<file path="config.mk">
export PLATFORM = sky130hd
export DESIGN_NAME = seq_detect_arbiter
export DESIGN_NICKNAME = d
export VERILOG_FILES = /design/src/rtl/seq_detect_arbiter_pkg.sv /design/src/rtl/seq_detect_core.sv /design/src/rtl/seq_detect_arbiter.sv
export SDC_FILE = /design/constraint.sdc
export NUM_CORES = 1
export LEC_CHECK = 0
export CAP_MARGIN = 20
export CORE_MARGIN = 5
export CORE_UTILIZATION = 35
export DETAILED_ROUTE_END_ITERATION = 16
export DONT_BUFFER_PORTS = 1
export PLACE_DENSITY = 0.58
export SLEW_MARGIN = 25
export SYNTH_ARGS = -nofsm -noshare
export SYNTH_HDL_FRONTEND = slang
export SYNTH_SLANG_ARGS = --single-unit
</file>
<file path="constraint.sdc">
create_clock -name clk -period 3.8 [get_ports clk]
set_input_delay 0.76 -clock clk [delete_from_list [all_inputs] [get_ports clk]]
set_output_delay 0.76 -clock clk [all_outputs]
set_load 0.05 [all_outputs]
</file>
<file path="src/rtl/seq_detect_arbiter_pkg.sv">
// -----------------------------------------------------------------------------
// seq_detect_arbiter_pkg
// Shared definitions for the round-robin byte arbiter and its 1011 detector:
//   - arb_state_t : top-level FSM encoding (IDLE, LOAD, SHIFT, REPORT)
//   - det_state_t : overlapping 1011 Mealy detector encoding
//   - BYTE_W, CNT_W, ID_W, BIT_CNT_W : datapath widths
// -----------------------------------------------------------------------------
package seq_detect_arbiter_pkg;

   localparam int BYTE_W    = 8;  // serialised byte width
   localparam int CNT_W     = 2;  // match count width (0..2 per byte)
   localparam int ID_W      = 2;  // requester index width (up to 4 requesters)
   localparam int BIT_CNT_W = 3;  // bit counter 7 down to 0

   typedef enum logic [1:0] {
      IDLE   = 2'd0,
      LOAD   = 2'd1,
      SHIFT  = 2'd2,
      REPORT = 2'd3
   } arb_state_t;

   // Detector states are named after the longest prefix of 1011 seen so far.
   typedef enum logic [1:0] {
      D_NONE = 2'd0,
      D_1    = 2'd1,
      D_10   = 2'd2,
      D_101  = 2'd3
   } det_state_t;

endpackage

</file>
<file path="src/rtl/seq_detect_core.sv">
// -----------------------------------------------------------------------------
// seq_detect_core
// Overlapping 1011 Mealy detector, one bit per valid cycle.
// Ports:
//   clk      : clock, rising edge
//   reset    : asynchronous active-high reset
//   i_clear  : synchronous clear of detector history (wins over i_valid)
//   i_valid  : i_bit is a new serial bit this cycle
//   i_bit    : serial data bit
//   o_match  : one-cycle pulse, combinational, when i_bit completes 1011
// -----------------------------------------------------------------------------
module seq_detect_core
   import seq_detect_arbiter_pkg::*;
(
   input  logic clk,
   input  logic reset,
   input  logic i_clear,
   input  logic i_valid,
   input  logic i_bit,
   output logic o_match
);

   det_state_t r_state;
   det_state_t w_next;

   // NOTE: sequential state uses non-blocking assignments so every flop samples
   // the pre-edge values; blocking here would create order-dependent races.
   always_ff @(posedge clk or posedge reset) begin
      if (reset) begin
         r_state <= D_NONE;
      end else if (i_clear) begin
         r_state <= D_NONE;
      end else if (i_valid) begin
         r_state <= w_next;
      end
   end

   // NOTE: every always_comb output gets a default first, so no path through
   // the case leaves it unassigned and no latch is inferred.
   always_comb begin
      w_next = r_state;
      case (r_state)
         D_NONE: w_next = i_bit ? D_1   : D_NONE;
         D_1:    w_next = i_bit ? D_1   : D_10;
         D_10:   w_next = i_bit ? D_101 : D_NONE;
         // After a full match the trailing 1 is reused as the start of the
         // next pattern; 1010 keeps the trailing 10.
         D_101:  w_next = i_bit ? D_1   : D_10;
         default: w_next = D_NONE;
      endcase
   end

   assign o_match = i_valid && (r_state == D_101) && i_bit;

endmodule

</file>
<file path="src/rtl/seq_detect_arbiter.sv">
// -----------------------------------------------------------------------------
// seq_detect_arbiter
// Round-robin arbiter over NUM_REQ byte requesters. The granted byte is shifted
// MSB first through a 1011 detector and the number of overlapping matches is
// reported with the requester index.
// Ports:
//   clk       : clock, rising edge
//   reset     : asynchronous active-high reset
//   req       : per-requester request level, held until ack
//   req_data  : byte i at [8i+7:8i], stable while req[i] is high
//   ack       : one-hot pulse in the cycle after the grant (byte captured)
//   busy      : high in every state except IDLE
//   done      : one-cycle pulse, result valid
//   done_id   : requester index of the reported result
//   match_cnt : number of 1011 occurrences in the byte (0..2)
//   match_any : match_cnt != 0
// done_id / match_cnt / match_any hold until the next report.
// -----------------------------------------------------------------------------
module seq_detect_arbiter
   import seq_detect_arbiter_pkg::*;
#(
   parameter int NUM_REQ = 4
) (
   input  logic                      clk,
   input  logic                      reset,
   input  logic [NUM_REQ-1:0]        req,
   input  logic [NUM_REQ*BYTE_W-1:0] req_data,
   output logic [NUM_REQ-1:0]        ack,
   output logic                      busy,
   output logic                      done,
   output logic [ID_W-1:0]           done_id,
   output logic [CNT_W-1:0]          match_cnt,
   output logic                      match_any
);

   arb_state_t           r_state;
   arb_state_t           w_next_state;
   logic [ID_W-1:0]      r_last_grant;
   logic [ID_W-1:0]      r_grant;
   logic [BYTE_W-1:0]    r_shift;
   logic [BIT_CNT_W-1:0] r_bit_cnt;
   logic [CNT_W-1:0]     r_cnt;
   logic [ID_W-1:0]      r_done_id;
   logic [CNT_W-1:0]     r_match_cnt;
   logic                 r_match_any;

   logic                 w_any_req;
   logic [ID_W-1:0]      w_grant_idx;
   logic [2:0]           w_dist;
   logic [2:0]           w_best_dist;
   logic [BYTE_W-1:0]    w_sel_byte;
   logic                 w_match;
   logic [CNT_W-1:0]     w_cnt_next;

   // ---------------------------------------------------------------------------
   // Round-robin pick: each requester's distance from last_grant+1 (mod N);
   // the closest active requester wins.
   // ---------------------------------------------------------------------------
   always_comb begin
      w_any_req   = 1'b0;
      w_grant_idx = '0;
      w_dist      = '0;
      w_best_dist = 3'd7;
      for (int i = 0; i < NUM_REQ; i++) begin
         w_dist = 3'((i + NUM_REQ - 1 - int'(r_last_grant)) % NUM_REQ);
         if (req[i] && (w_dist < w_best_dist)) begin
            w_best_dist = w_dist;
            w_grant_idx = ID_W'(i);
            w_any_req   = 1'b1;
         end
      end
   end

   always_comb begin
      w_sel_byte = '0;
      for (int i = 0; i < NUM_REQ; i++) begin
         if (w_grant_idx == ID_W'(i)) begin
            w_sel_byte = req_data[i*BYTE_W +: BYTE_W];
         end
      end
   end

   // ---------------------------------------------------------------------------
   // FSM
   // ---------------------------------------------------------------------------
   always_ff @(posedge clk or posedge reset) begin
      if (reset) begin
         r_state <= IDLE;
      end else begin
         r_state <= w_next_state;
      end
   end

   always_comb begin
      w_next_state = r_state;
      busy         = 1'b1;
      done         = 1'b0;
      ack          = '0;
      case (r_state)
         IDLE: begin
            busy = 1'b0;
            if (w_any_req) begin
               w_next_state = LOAD;
            end
         end
         LOAD: begin
            for (int i = 0; i < NUM_REQ; i++) begin
               ack[i] = (r_grant == ID_W'(i));
            end
            w_next_state = SHIFT;
         end
         SHIFT: begin
            if (r_bit_cnt == '0) begin
               w_next_state = REPORT;
            end
         end
         REPORT: begin
            done         = 1'b1;
            w_next_state = IDLE;
         end
         default: w_next_state = IDLE;
      endcase
   end

   // ---------------------------------------------------------------------------
   // Datapath: grant capture, shift register, match counter, result registers
   // ---------------------------------------------------------------------------
   // The last bit's match is combinational, so it is folded in here to make the
   // result registers correct in the REPORT cycle.
   assign w_cnt_next = r_cnt + CNT_W'(w_match);

   always_ff @(posedge clk or posedge reset) begin
      if (reset) begin
         r_last_grant <= ID_W'(NUM_REQ - 1);
         r_grant      <= '0;
         r_shift      <= '0;
         r_bit_cnt    <= '0;
         r_cnt        <= '0;
         r_done_id    <= '0;
         r_match_cnt  <= '0;
         r_match_any  <= 1'b0;
      end else begin
         case (r_state)
            IDLE: begin
               if (w_any_req) begin
                  r_grant      <= w_grant_idx;
                  r_last_grant <= w_grant_idx;
                  r_shift      <= w_sel_byte;
               end
            end
            LOAD: begin
               r_bit_cnt <= BIT_CNT_W'(BYTE_W - 1);
               r_cnt     <= '0;
            end
            SHIFT: begin
               r_shift <= {r_shift[BYTE_W-2:0], 1'b0};
               r_cnt   <= w_cnt_next;
               if (r_bit_cnt == '0) begin
                  r_done_id   <= r_grant;
                  r_match_cnt <= w_cnt_next;
                  r_match_any <= (w_cnt_next != '0);
               end else begin
                  r_bit_cnt <= r_bit_cnt - 1'b1;
               end
            end
            default: ;
         endcase
      end
   end

   seq_detect_core u_core (
      .clk     (clk),
      .reset   (reset),
      .i_clear (r_state == LOAD),
      .i_valid (r_state == SHIFT),
      .i_bit   (r_shift[BYTE_W-1]),
      .o_match (w_match)
   );

   assign done_id   = r_done_id;
   assign match_cnt = r_match_cnt;
   assign match_any = r_match_any;

endmodule

</file>
==> results.py, run 1 <==
metrics = {
    "clock_tree": {
        "path_clk_slew_ns": 0.09,
        "cts.htree.levels": 1,
        "insertion_delay_ns": 0.27,
        "cts_setup_buffers": 0,
        "ctsResizeCount": 0,
        "cts_made_buffers": 3,
        "cts_sinks": 26,
        "root_buffer": "clkbuf_8",
        "clock_path_buffers": 2,
        "hold_buffers": 0,
        "cts_tree": "done",
    },
    "sta": {
        "slew_headroom": 0.414,
        "worstMarginPinSlew_ns": 0.876,
        "finalSetupTns_ns": 0,
        "rsz0062_at_grt": "no",
        "hold_viol_final": 0,
        "slew_violations": 0,
        "setup_viol": 0,
        "finalCriticalPeriod_ns": 2.92,
        "timing.fmax_mhz": 343,
        "finalCritPeriodShare": 0.768,
        "skew_ns": 0.00183,
    },
    "global_routing": {
        "grt_pass1_wl_mm": 6.31,
        "grtUsageMet2": 0.181,
        "grt_max_degree": 27,
        "track_usage": 0.121,
        "grt_pass1_vias": 1401,
        "grt_use_met1": 0.168,
        "antenna_found_initial": 0,
        "grt_overflow": 0,
        "gr-max-usage-layer": "met2",
        "grt_util_met3": 0.0344,
    },
    "worst_setup_path": {
        "r2r_end": "r_shift[5]",
        "cp.required_ns": 3.97,
        "crit_path_max_incr_delay_ns": 0.62,
        "r2r_cells": 11,
        "crit_slowest_cell": "dfstp_2",
        "worst_setup_path_start_kind": "register",
        "path_class": "register to register",
        "cp_cell_sequence": "nor2_1 > a22o_1 > ha_1 > o22ai_1 > o21ai_1 > mux2i_1 > ha_1 > o32ai_1 > and2_1 > o21ai_2 > o221a_1",
        "worstSetupEndpointType": "register",
        "crit_fanout": 7,
        "ff2ff_setup_slack_ns": 0.88,
        "rr_startpoint": "r_last_grant[1]",
        "worstPathArrival_ns": 3.09,
        "crit_top_cell": "ha_1",
    },
    "finish": {
        "fin_area_sq_mm": 0.00187,
        "n_antenna_cell": 0,
        "area_growth_pct": 5.66,
        "drive_gt1_frac": 0.149,
        "fin_nets": 236,
        "final_cells": 255,
    },
    "logic_synthesis": {
        "synth_most_common_cell": "nor2_1",
        "synthesis.nets": 239,
        "yosysTopAreaCell": "dfrtp_1",
        "seq_area_frac_synth": 0.369,
        "syn_area_sq_mm": 0.00177,
        "synth.distinct_cells": 54,
        "yosys_register_bits": 26,
        "synth_top_area_share": 0.340,
        "synth-main-ff-cell": "dfrtp_1",
        "synth.area.top_cells": "dfrtp_1, ha_1, nor2_1",
        "async_flop_share": 1.00,
        "postSynthAreaPerCell_sq_um": 9.21,
        "syn_inst": 192,
        "synth_commonest_cells": "nor2_1, dfrtp_1, nand2_1",
        "yosysWarnings": 0,
        "synth_edf_count": 0,
    },
    "die": {
        "io-pin-count": 49,
        "num_rows": 25,
        "die_h_um": 81.1,
        "start_util": 0.367,
        "die_w_um": 81.1,
        "core_area_sq_mm": 0.00482,
        "die-area_sq_mm": 0.00657,
    },
    "power": {
        "power.internal_w": 0.000916,
        "p_comb_frac": 0.538,
        "switching_share": 0.470,
        "switchingPower_w": 0.000813,
        "p_seq_frac": 0.327,
        "p_clk_frac": 0.135,
        "pwr_density_cell_mw_per_mm2": 925,
        "ir_drop_v": 0.000307,
        "leakagePower_nw": 0.804,
        "total_power_w": 0.00173,
    },
    "route": {
        "drt.antenna.violating_nets": 0,
        "first_pass_iters": 4,
        "wl_per_cell_um": 14.4,
        "vias_per_cell": 5.34,
        "first_iter_violations": 73,
        "drc": 0,
        "vias": 1361,
        "drt-total-wl_mm": 3.66,
    },
    "placed_design": {
        "place_area_sq_mm": 0.00180,
        "dp_hpwl_mm": 2.83,
        "place_congestion": 0.781,
        "portBuffers": 0,
        "numPlacedInstances": 251,
    },
    "run_status": {
        "status": "completed",
    },
    "worst_hold_path": {
        "worstHoldPathType": "input port to async pin",
    },
    "run": {
        "maxCapViolCount": 0,
    },
}
## worst max-delay path by stage
stage,end,start,cells after the start,slack [ns]
3_3_place_gp,r_shift[2],req[1],11,0.73
3_5_place_dp,r_shift[5],req[1],11,0.65
5_1_grt,r_shift[5],r_last_grant[1],11,0.70
2_1_floorplan,r_shift[1],req[1],13,0.57
6_report,r_shift[5],r_last_grant[1],11,0.88
4_1_cts,r_shift[5],r_last_grant[0],11,0.86
## layout make-up
cell class | count | area (sq um)
Fill cell | 506 | 2950
Timing Repair Buffer | 1 | 7.51
Clock buffer | 3 | 41.3
Sequential cell | 26 | 653
Tap cell | 67 | 83.8
Multi-Input combinational cell | 146 | 1010
Inverter | 11 | 41.3
Clock inverter | 1 | 30.0
## worst max-delay path: cells and delay by family (launching register included)
kind / cells / cell delay, ns
flops: 1 / 0.62
simple gates: 2 / 0.33
compound gates: 6 / 1.11
mux: 1 / 0.22
fa+ha+maj: 2 / 0.55
## power by group through the flow
| stage | logic, W | clock network (W) | registers, W |
|---|---|---|---|
| global route | 0.00106 | 0.000246 | 0.000589 |
| finish | 0.000930 | 0.000233 | 0.000566 |
| CTS | 0.000940 | 0.000237 | 0.000568 |
| floorplan | 0.000842 | 0 | 0.000534 |
| global placement | 0.000923 | 0 | 0.000573 |
| detailed placement | 0.000934 | 0 | 0.000573 |
## logic make-up (layout without fill, tap and decap cells)
kind of cell | Yosys count | after routing | synth area share
xor gates and xnor gates | 2 | 2 | 0.00991
DFF | 26 | 26 | 0.369
and+or+nand+nor | 68 | 68 | 0.196
adders and majority gates | 9 | 9 | 0.0637
muxes | 11 | 11 | 0.0651
buffers and inverters | 20 | 16 | 0.0616
AOI/OAI and AO/OA | 56 | 56 | 0.234
## per-layer routing
metal,vias to the layer above,share of wire
met3,4,0.080
met1,630,0.49
met2,46,0.42
met4,0,0.010
met5,-,0
li1,681,-
## stage by stage
step                      setup WS [ns]  hold slack, ns   util
after CTS                         0.862           0.512  0.388
after global placement            0.731           0.483  0.373
after floorplan                   0.565           0.461      -
after detailed placement          0.650           0.486  0.373
after global routing              0.704           0.447  0.388
final                             0.882           0.405  0.388
## flip-flops by register name (all words and copies together) (netlist names)
signal	flops
r_state	2
r_shift	8
u_core.r_state	2
done_id	2
r_grant	2
match_any	1
match_cnt	2
r_cnt	2
r_bit_cnt	3
r_last_grant	2
## placed cells by master, fill, tap and decap left out, drive strengths merged, types with 4 or more instances in the layout
cell    Yosys  routed
o211ai      4       4
nand2      18      18
mux2        4       4
a21oi      10      10
mux2i       7       7
nand2b      4       4
o221a       5       5
ha          9       9
nand3       4       4
nor2       27      27
inv        11      11
o21ai      17      17
nor3b       4       4
dfrtp      24      24
(Power assumes the default switching activity.)
==> run 2: changes to the inputs <==
--- a/config.mk
+++ b/config.mk
@@ -5,6 +5,7 @@
 export SDC_FILE = /design/constraint.sdc
 export NUM_CORES = 1
 export LEC_CHECK = 0
+export ABC_AREA = 1
 export CAP_MARGIN = 20
 export CORE_MARGIN = 5
 export CORE_UTILIZATION = 35
==> constraint.sdc (replaced) <==
create_clock -name clk -period 2.7 [get_ports clk]
set_input_delay 0.54 -clock clk [delete_from_list [all_inputs] [get_ports clk]]
set_output_delay 0.54 -clock clk [all_outputs]
set_load 0.05 [all_outputs]
==> run 2 against run 1 <==
Against the previous run:
- the flow now finishes with violations (setup timing)
- worst setup slack got worse by 0.96 ns
- first-iteration DRC count fell by 18%
- final cell count rose by 39%
- clock-buffer cell count rose by 1
- hold slack got worse by 0.20 ns
- highest routed layer unchanged
==> results.py, run 2 <==
metrics = {
    "sta": {
        "worstMarginPinSlew_ns": 0.570,
        "slew_violations": 0,
        "finalCritPeriodShare": 1.03,
        "setup_viol": 11,
        "slew_headroom": 0.619,
        "skew_ns": 0.00448,
        "rsz0062_at_grt": "yes",
        "hold_ws_ns": 0.204,
        "timing.final.ws_setup_ns": -0.0742,
        "finalCriticalPeriod_ns": 2.77,
        "hold_viol_final": 0,
        "timing.fmax_mhz": 360,
    },
    "route": {
        "drt.antenna.violating_nets": 0,
        "wl_per_cell_um": 13.0,
        "vias": 1724,
        "drc": 0,
        "first_pass_iters": 4,
        "drt-total-wl_mm": 4.60,
        "first_iter_violations": 60,
        "vias_per_cell": 4.87,
    },
    "worst_setup_path": {
        "worst_setup_path_start_kind": "register",
        "worstSetupEndpointType": "register",
        "worstPathArrival_ns": 2.99,
        "ff2ff_setup_slack_ns": -0.07,
        "path_class": "register to register",
        "cp.required_ns": 2.91,
        "crit_fanout": 7,
    },
    "logic_synthesis": {
        "yosys_register_bits": 26,
        "synth_edf_count": 0,
        "synth_compound_area_frac": 0.111,
        "postSynthAreaPerCell_sq_um": 7.42,
        "syn_area_sq_mm": 0.00177,
        "synth_mux_area_frac": 0,
        "synth_top_family_by_area": "simple AND/OR/NAND/NOR gates",
        "synthesis.nets": 286,
        "synth_top_area_share": 0.339,
        "synth-main-ff-cell": "dfrtp_1",
        "synth.area.top_cells": "dfrtp_1, nand2_1, inv_1",
        "synth_commonest_cells": "nand2_1, inv_1, dfrtp_1",
        "yosysTopAreaCell": "dfrtp_1",
        "yosys.area_share.xor_xnor": 0.00494,
        "yosys.area_share.simple": 0.349,
        "async_flop_share": 1.00,
        "yosysWarnings": 0,
        "syn_inst": 239,
        "synth_most_common_cell": "nand2_1",
        "synth_adder_area_share": 0.0635,
        "synth.distinct_cells": 35,
        "seq_area_frac_synth": 0.368,
    },
    "clock_tree": {
        "path_clk_slew_ns": 0.09,
        "clock_path_buffers": 2,
        "cts_sinks": 26,
        "cts_made_buffers": 3,
        "cts.htree.levels": 1,
        "root_buffer": "clkbuf_8",
        "cts_tree": "done",
        "insertion_delay_ns": 0.27,
    },
    "power": {
        "pwr_density_cell_mw_per_mm2": 1340,
        "p_clk_frac": 0.080,
        "p_comb_frac": 0.709,
        "ir_drop_v": 0.000771,
        "power.internal_w": 0.00170,
        "switching_share": 0.458,
        "leakagePower_nw": 1.24,
        "p_seq_frac": 0.212,
        "switchingPower_w": 0.00143,
    },
    "run_status": {
        "status": "finished, violations left",
        "violations": "setup timing",
    },
    "global_routing": {
        "grt_pass1_vias": 1691,
        "grt_max_degree": 27,
        "antenna_found_initial": 0,
        "track_usage": 0.149,
        "grt_pass1_wl_mm": 7.66,
        "grt_overflow": 0,
    },
    "placed_design": {
        "place_congestion": 0.846,
        "dp_hpwl_mm": 3.18,
        "place_worst_setup_slack_ns": -0.159,
        "portBuffers": 0,
    },
    "finish": {
        "area_growth_pct": 32.0,
        "largest-register": "r_shift",
        "reg_top3": "r_shift: 8 flops, r_bit_cnt: 3 flops",
        "fillCellCount": 502,
        "fin_nets": 332,
        "layout_commonest_cell": "nand2_1",
        "drive_gt1_frac": 0.313,
        "n_antenna_cell": 0,
        "final_cell_mix": "nand2_1, buf_4, inv_1",
        "largest_reg_flops": 8,
    },
    "die": {
        "die_w_um": 81.2,
        "die-area_sq_mm": 0.00659,
        "core_area_sq_mm": 0.00501,
        "start_util": 0.354,
        "num_rows": 26,
        "io-pin-count": 49,
        "die_h_um": 81.2,
    },
    "run": {
        "maxCapViolCount": 0,
    },
    "worst_hold_path": {
        "worstHoldPathType": "input port to async pin",
    },
}
-- run 2: cell count changes after synthesis, moves of 6 or more --
cell / previous run / this run
a21oi_1: 10 / 0
nand2_1: 18 / 65
nand4_1: 2 / 15
mux2i_1: 7 / 0
nor2_1: 27 / 17
inv_1: 10 / 32
nand3_1: 3 / 15
inv_2: 1 / 7
nor3_1: 1 / 7
-- run 2: per-stage QoR --
stage	util	setup TNS, ns	area [sq um]	power, W	std cells
floorplan	-	0	1770	0.00189	239
detailed placement	0.392	-1.12	1960	0.00229	321
global placement	0.392	-0.222	1960	0.00227	321
CTS	0.454	-0.369	2270	0.00299	351
finish	0.467	-0.361	2340	0.00313	354
global route	0.467	-2.12	2340	0.00341	354
-- run 2: area by class of cell --
cell class	count	area [sq um]	area share
clock buffer	4	55.1	0.0235
tap	70	87.6	0.0374
multi-input combinational	169	1010	0.431
inverter	39	146	0.0625
sequential	26	653	0.279
timing repair buffer	46	389	0.166
-- run 2: per-layer routing --
metal | global-route usage | wire, um | part of all wire
met3 | 0.0399 | 302 | 0.066
met5 | 0 | 0 | 0
met4 | 0.0557 | 111 | 0.024
met1 | 0.192 | 2070 | 0.45
met2 | 0.237 | 2120 | 0.46
-- run 2: critical path: stages (launching register included) --
cell     delay (ns)
dfstp_2        0.56
inv_2          0.04
buf_4          0.12
buf_4          0.12
buf_4          0.12
buf_4          0.12
buf_4          0.12
buf_4          0.12
buf_4          0.12
buf_4          0.12
buf_4          0.12
buf_4          0.12
buf_4          0.13
nand2_2        0.08
nand2_4        0.07
nand3_4        0.14
buf_6          0.13
nand2_4        0.05
nor2_2         0.09
nand2_1        0.06
nand3_1        0.06
nand2_1        0.07
nand2_1        0.06
-- run 2: worst paths after layout --
kind                                 start         endpoint  cells past startpoint
hold / removal                       reset       r_shift[2]                      2
hold reg to reg                 r_shift[0]       r_shift[0]                      2
setup / recovery           r_last_grant[0]       r_shift[6]                     22
setup reg to reg           r_last_grant[0]       r_shift[6]                     22
max in group asynchronous            reset  r_last_grant[1]                      2
min in group clk              req_data[31]       r_shift[7]                      4
-- run 2: kinds of logic after synthesis --
kind of cell	after synthesis
compound gates	28
xor+xnor	1
fa+ha+maj	9
buf+inv	44
flops	26
simple gates	131
-- run 2: power by group through the flow --
stage          Sequential [W]  Combinational (W)  Clock, W
2_1_floorplan        0.000653            0.00123         0
3_3_place_gp         0.000673            0.00160         0
3_5_place_dp         0.000674            0.00162         0
4_1_cts              0.000663            0.00207  0.000262
5_1_grt              0.000681            0.00245  0.000274
6_report             0.000662            0.00222  0.000249
-- run 2: what timing repair did --
| item | in CTS | in global routing |
|---|---|---|
| buffers inserted | 25 | 4 |
| pin swaps | 13 | 7 |
| gates cloned | 1 | 0 |
| endpoints found under the setup margin | 12 | 12 |
| gates resized for setup | 13 | 13 |
| hold buffers | 0 | 0 |
